## config.mk

```make
export PLATFORM = sky130hd
export DESIGN_NAME = imm_share_arbiter
export DESIGN_NICKNAME = d
export VERILOG_FILES = /design/src/rtl/riscv_pkg.sv /design/src/rtl/imm_decode.sv /design/src/rtl/imm_share_arbiter.sv
export SDC_FILE = /design/constraint.sdc
export NUM_CORES = 1
export LEC_CHECK = 0
export ABC_AREA = 1
export CORE_UTILIZATION = 30
export CTS_CLUSTER_DIAMETER = 120
export CTS_CLUSTER_SIZE = 28
export DETAILED_ROUTE_END_ITERATION = 7
export HOLD_SLACK_MARGIN = 0.03
export PLACE_DENSITY = 0.61
export SKIP_CTS_REPAIR_TIMING = 1
export SYNTH_ARGS = -nofsm -noshare
export SYNTH_HDL_FRONTEND = slang
export SYNTH_SLANG_ARGS = --single-unit
```

## constraint.sdc

```tcl
create_clock -name clk -period 1.9 [get_ports clk]
set_input_delay 0.38 -clock clk [delete_from_list [all_inputs] [get_ports clk]]
set_output_delay 0.38 -clock clk [all_outputs]
set_load 0.005 [all_outputs]
```

## src/rtl/riscv_pkg.sv

```systemverilog
// RV32 opcode constants and immediate-format classification shared by the
// immediate datapath and its arbiter.
package riscv_pkg;

   localparam logic [6:0] OPC_LOAD   = 7'b0000011;
   localparam logic [6:0] OPC_STORE  = 7'b0100011;
   localparam logic [6:0] OPC_BRANCH = 7'b1100011;
   localparam logic [6:0] OPC_OPIMM  = 7'b0010011;
   localparam logic [6:0] OPC_JALR   = 7'b1100111;
   localparam logic [6:0] OPC_LUI    = 7'b0110111;
   localparam logic [6:0] OPC_AUIPC  = 7'b0010111;
   localparam logic [6:0] OPC_JAL    = 7'b1101111;

   typedef enum logic [2:0] {
      FMT_I,
      FMT_S,
      FMT_B,
      FMT_U,
      FMT_J,
      FMT_NONE
   } imm_fmt_t;

   typedef enum logic {
      SlotEmpty,
      SlotFull
   } slot_state_e;

   function automatic imm_fmt_t opc_fmt(input logic [6:0] opc);
      imm_fmt_t fmt;
      case (opc)
         OPC_LOAD, OPC_OPIMM, OPC_JALR: fmt = FMT_I;
         OPC_STORE:                     fmt = FMT_S;
         OPC_BRANCH:                    fmt = FMT_B;
         OPC_LUI, OPC_AUIPC:            fmt = FMT_U;
         OPC_JAL:                       fmt = FMT_J;
         default:                       fmt = FMT_NONE;
      endcase
      return fmt;
   endfunction

endpackage

```

## src/rtl/imm_decode.sv

```systemverilog
// Combinational RV32 immediate generator: sign-extended immediate plus a flag
// for opcodes that carry no immediate.
module imm_decode
   import riscv_pkg::*;
#(
   parameter int unsigned XLEN = 32
) (
   input  logic [XLEN-1:0] instr,
   output logic [XLEN-1:0] imm,
   output logic            noimm
);

   imm_fmt_t fmt;
   logic     s;

   assign fmt = opc_fmt(instr[6:0]);
   assign s   = instr[31];

   always_comb begin
      imm   = '0;
      noimm = 1'b0;
      unique case (fmt)
         FMT_I:   imm = {{20{s}}, instr[31:20]};
         FMT_S:   imm = {{20{s}}, instr[31:25], instr[11:7]};
         FMT_B:   imm = {{19{s}}, s, instr[7], instr[30:25], instr[11:8], 1'b0};
         FMT_U:   imm = {instr[31:12], 12'b0};
         FMT_J:   imm = {{11{s}}, s, instr[19:12], instr[20], instr[30:21], 1'b0};
         default: noimm = 1'b1;
      endcase
   end

endmodule

```

## src/rtl/imm_share_arbiter.sv

```systemverilog
// Round-robin share of one immediate decoder between decode (id 0) and the
// fetch-stage branch-target precompute (id 1), with a single response slot.
module imm_share_arbiter
   import riscv_pkg::*;
#(
   parameter int unsigned XLEN  = 32,
   parameter int unsigned CNT_W = 16
) (
   input  logic             clk,
   input  logic             rst_n,
   input  logic [1:0]       req_valid,
   input  logic [XLEN-1:0]  req_instr0,
   input  logic [XLEN-1:0]  req_instr1,
   output logic [1:0]       req_ready,
   output logic             resp_valid,
   input  logic             resp_ready,
   output logic [XLEN-1:0]  resp_imm,
   output logic             resp_id,
   output logic             resp_noimm,
   output logic [CNT_W-1:0] accept_cnt
);

   slot_state_e      state_q, state_d;
   logic [XLEN-1:0]  imm_q, imm_d;
   logic             id_q, id_d;
   logic             noimm_q, noimm_d;
   logic             last_grant_q, last_grant_d;
   logic [CNT_W-1:0] cnt_q, cnt_d;

   logic             can_accept;
   logic [1:0]       grant;
   logic             grant_id;
   logic             accept;
   logic [XLEN-1:0]  gnt_instr;
   logic [XLEN-1:0]  dec_imm;
   logic             dec_noimm;

   assign can_accept = (state_q == SlotEmpty) || resp_ready;

   // Under contention the requester that did not win last time goes next.
   always_comb begin
      grant = 2'b00;
      if (can_accept) begin
         unique case (req_valid)
            2'b01:   grant = 2'b01;
            2'b10:   grant = 2'b10;
            2'b11:   grant = last_grant_q ? 2'b01 : 2'b10;
            default: grant = 2'b00;
         endcase
      end
   end

   assign req_ready = grant;
   assign accept    = |grant;
   assign grant_id  = grant[1];
   assign gnt_instr = grant_id ? req_instr1 : req_instr0;

   imm_decode #(
      .XLEN (XLEN)
   ) u_imm_decode (
      .instr (gnt_instr),
      .imm   (dec_imm),
      .noimm (dec_noimm)
   );

   always_comb begin
      state_d      = state_q;
      imm_d        = imm_q;
      id_d         = id_q;
      noimm_d      = noimm_q;
      last_grant_d = last_grant_q;
      cnt_d        = cnt_q;
      if (accept) begin
         state_d      = SlotFull;
         imm_d        = dec_imm;
         id_d         = grant_id;
         noimm_d      = dec_noimm;
         last_grant_d = grant_id;
         cnt_d        = cnt_q + {{(CNT_W-1){1'b0}}, 1'b1};
      end else if (state_q == SlotFull && resp_ready) begin
         // Drain keeps the payload; only the occupancy drops.
         state_d = SlotEmpty;
      end
   end

   always_ff @(posedge clk or negedge rst_n) begin
      if (!rst_n) begin
         state_q      <= SlotEmpty;
         imm_q        <= '0;
         id_q         <= 1'b0;
         noimm_q      <= 1'b0;
         last_grant_q <= 1'b1;
         cnt_q        <= '0;
      end else begin
         state_q      <= state_d;
         imm_q        <= imm_d;
         id_q         <= id_d;
         noimm_q      <= noimm_d;
         last_grant_q <= last_grant_d;
         cnt_q        <= cnt_d;
      end
   end

   assign resp_valid = (state_q == SlotFull);
   assign resp_imm   = imm_q;
   assign resp_id    = id_q;
   assign resp_noimm = noimm_q;
   assign accept_cnt = cnt_q;

endmodule

```

==> impl_metrics.env <==
export IMPL_io_pin_count=122
export IMPL_cts_clk_slew_worst_paths_ps=70
export IMPL_clock_path_buffers=2
export IMPL_synth_seq_cells=52
export IMPL_ir_drop_uv=494
export IMPL_diodes=0
export IMPL_area_growth_pct=73.1
export IMPL_path_buf_inv=1
export IMPL_cts_buffers=5
export IMPL_cp_required_ps=2130
export IMPL_crit_path_end_kind="flop"
export IMPL_yosys_area_top_type_share_pct=36.9
export IMPL_grt_max_degree=41
export IMPL_synth_cell_types=32
export IMPL_grt_pass1_vias=3582
export IMPL_synth_area_top_cells="dfrtp_1 (37%), nand2_1 (26%), nand3_1 (7.4%), inv_1 (4.6%), nor2_1 (3.0%)"
export IMPL_hold_viol_final=0
export IMPL_relSlewSlack_pct=65.9
export IMPL_cap_violations=0
export IMPL_grt_total_usage_pct=17.5
export IMPL_syn_area_um2=3450
export IMPL_setup_slack_ps=-106
export IMPL_routedWlPerCell_um=14.2
export IMPL_viasPerCell=4.72
export IMPL_powerDensity_nw_per_um2=633
export IMPL_min_path_type="in -> async"
export IMPL_grt_pass1_wl_mm=16.6
export IMPL_dp_cells=791
export IMPL_cp_top_family="simple AND/OR/NAND/NOR gates"
export IMPL_crit_path_max_fanout=6
export IMPL_final_core_util_pct=54.2
export IMPL_status="complete, but fails checks"
export IMPL_die_area_um2=11900
export IMPL_skew_ps=4.54
export IMPL_num_vias=3898
export IMPL_syn_area_per_cell_um2=6.77
export IMPL_fmax_mhz=499
export IMPL_initial_core_util_pct=31.3
export IMPL_violations="negative setup slack"
export IMPL_setup_worst_path_class="reg -> reg"
export IMPL_crit_path_start_kind="flop"
export IMPL_h_tree_depth=2
export IMPL_arrival_ps=2240
export IMPL_hpwl_mm=7.86
export IMPL_stdcell_area_um2=5980
export IMPL_gp_congestion=0.851
export IMPL_instances_no_fill=825
export IMPL_synth_edf_count=0
export IMPL_finalWirelength_mm=11.8
export IMPL_ys_flop_type="dfrtp_1"
export IMPL_drt_pass1_iterations=4
export IMPL_synth_top_cell_by_area="dfrtp_1"
export IMPL_drtAntennaViolNets=0
export IMPL_ys_async_sr_fraction_pct=100
export IMPL_drv_slew=0
export IMPL_synthCells=510
export IMPL_max_stage_delay_ps=560
export IMPL_row_count=38
export IMPL_drive_above_1_share_pct=26.0
export IMPL_fin_nets=754
export IMPL_port_buffers=121
export IMPL_setup_violations=27
export IMPL_post_dp_cell_area_um2=5070
export IMPL_insertion_delay_ps=290
export IMPL_fin_tns_setup_ps=-1750
export IMPL_grt_ovfl_total=0
export IMPL_min_period_over_period_pct=106
export IMPL_ys_warn_count=0
export IMPL_drcViolationCount=0
export IMPL_cts_tree="done"
export IMPL_fillers=1015
export IMPL_antenna_found_initial=0
export IMPL_chipHeight_um=109
export IMPL_crit_path_top_delay_cell="dfstp_2"
export IMPL_rsz0062_at_grt="yes"
export IMPL_yosysMostFrequentCell="nand2_1"
export IMPL_fp_dieW_um=109
export IMPL_p_leak_nw=3.27
export IMPL_core_area_um2=11000
export IMPL_synth_commonest_cells="nand2_1 (239), dfrtp_1 (51), nand3_1 (51)"
export IMPL_initialDrtViolationCount=220
export IMPL_finalPower_mw=3.78
export IMPL_dpl_worst_slack_ps=-562
export IMPL_whs_ps=48.4
export IMPL_clock_root_buffer="clkbuf_16"
export IMPL_worstMarginPinSlew_ps=507
export IMPL_period_minus_slack_ps=2010
export IMPL_path_cells="nand2_4 -> nand3_4 -> nand2_2 -> nand2_4 -> nand2_4 -> nor2_8 -> nand2_1 -> nand2_8 -> buf_12 -> nand2_8 -> nand3_2 -> nand2_1 -> nand2_1"
export IMPL_yosysSeqAreaShare_pct=37.7
export IMPL_cts_sinks=52
export IMPL_synth_net_count=580
[sequential cells by signal (all words and copies together), names as in the netlist]
signal and flops:
resp_valid 1, resp_id 1, last_grant_q 1, resp_noimm 1
accept_cnt 16, resp_imm 32
[power breakdown]
part	internal [mW]	switching (mW)
registers	1.25	0.146
clock network	0.628	0.420
logic	0.706	0.634
[layout make-up]
cell class,count,area [µm²],area share (%)
inverters,49,189,3.16
clock inverters,2,38.8,0.649
clock buffers,6,129,2.16
flip-flops and latches,52,1300,21.8
repair buffers,185,1880,31.5
well taps,140,175,2.93
multi-input cells,391,2260,37.9
[layer usage]
metal / part of all wire (%) / global-route usage (%) / routed length, µm / vias to the layer above
met5: 0 / 0 / 0 / -
met4: 1.8 / 3.52 / 206 / 0
met3: 5.8 / 3.26 / 686 / 20
met2: 48 / 30.6 / 5690 / 130
met1: 44 / 22.5 / 5170 / 1829
li1: - / - / - / 1919
[path summary, 6_finish.rpt]
path / from / slack [ps] / depth (start not counted) / endpoint
setup / recovery: last_grant_q / -110 / 13 / resp_imm[28]
hold / removal: rst_n / 50 / 1 / accept_cnt[2]
setup reg to reg: last_grant_q / -110 / 13 / resp_imm[28]
hold reg to reg: accept_cnt[15] / 470 / 1 / accept_cnt[15]
max in group asynchronous: rst_n / 1300 / 2 / resp_imm[7]
min in group clk: accept_cnt[15] / 470 / 1 / accept_cnt[15]
[cell families (layout without fill, tap and decap cells)]
| kind of cell | after synthesis | in the layout | synth area share [%] |
|---|---|---|---|
| buffers and inverters | 72 | 242 | 9.45 |
| flip-flops | 52 | 52 | 37.7 |
| XOR/XNOR | 14 | 14 | 3.55 |
| adder cells (fa/ha/maj) | 1 | 1 | 0.362 |
| AO/OA/AOI/OAI | 15 | 15 | 2.54 |
| AND/OR/NAND/NOR | 356 | 361 | 46.4 |
[cell usage in the layout, fill, tap and decap left out, drive strengths merged]
cell type      netlist  routed
ha                   1       1
xor2                 9       9
a21boi               1       1
dfstp                1       1
nand4                5       5
nor3                 2       2
clkinv               1       1
nand2              253     256
clkbuf               6       8
nor2                32      32
o21ai               12      12
a21oi                1       1
buf                 17      63
xnor2                5       5
dlymetal6s2s         0       5
a211oi               1       1
bufinv               0       1
inv                 48      49
nand3b               2       2
dfrtp               51      51
nand3               62      64
clkdlybuf4s50        0     115
(Power assumes the default switching activity.)
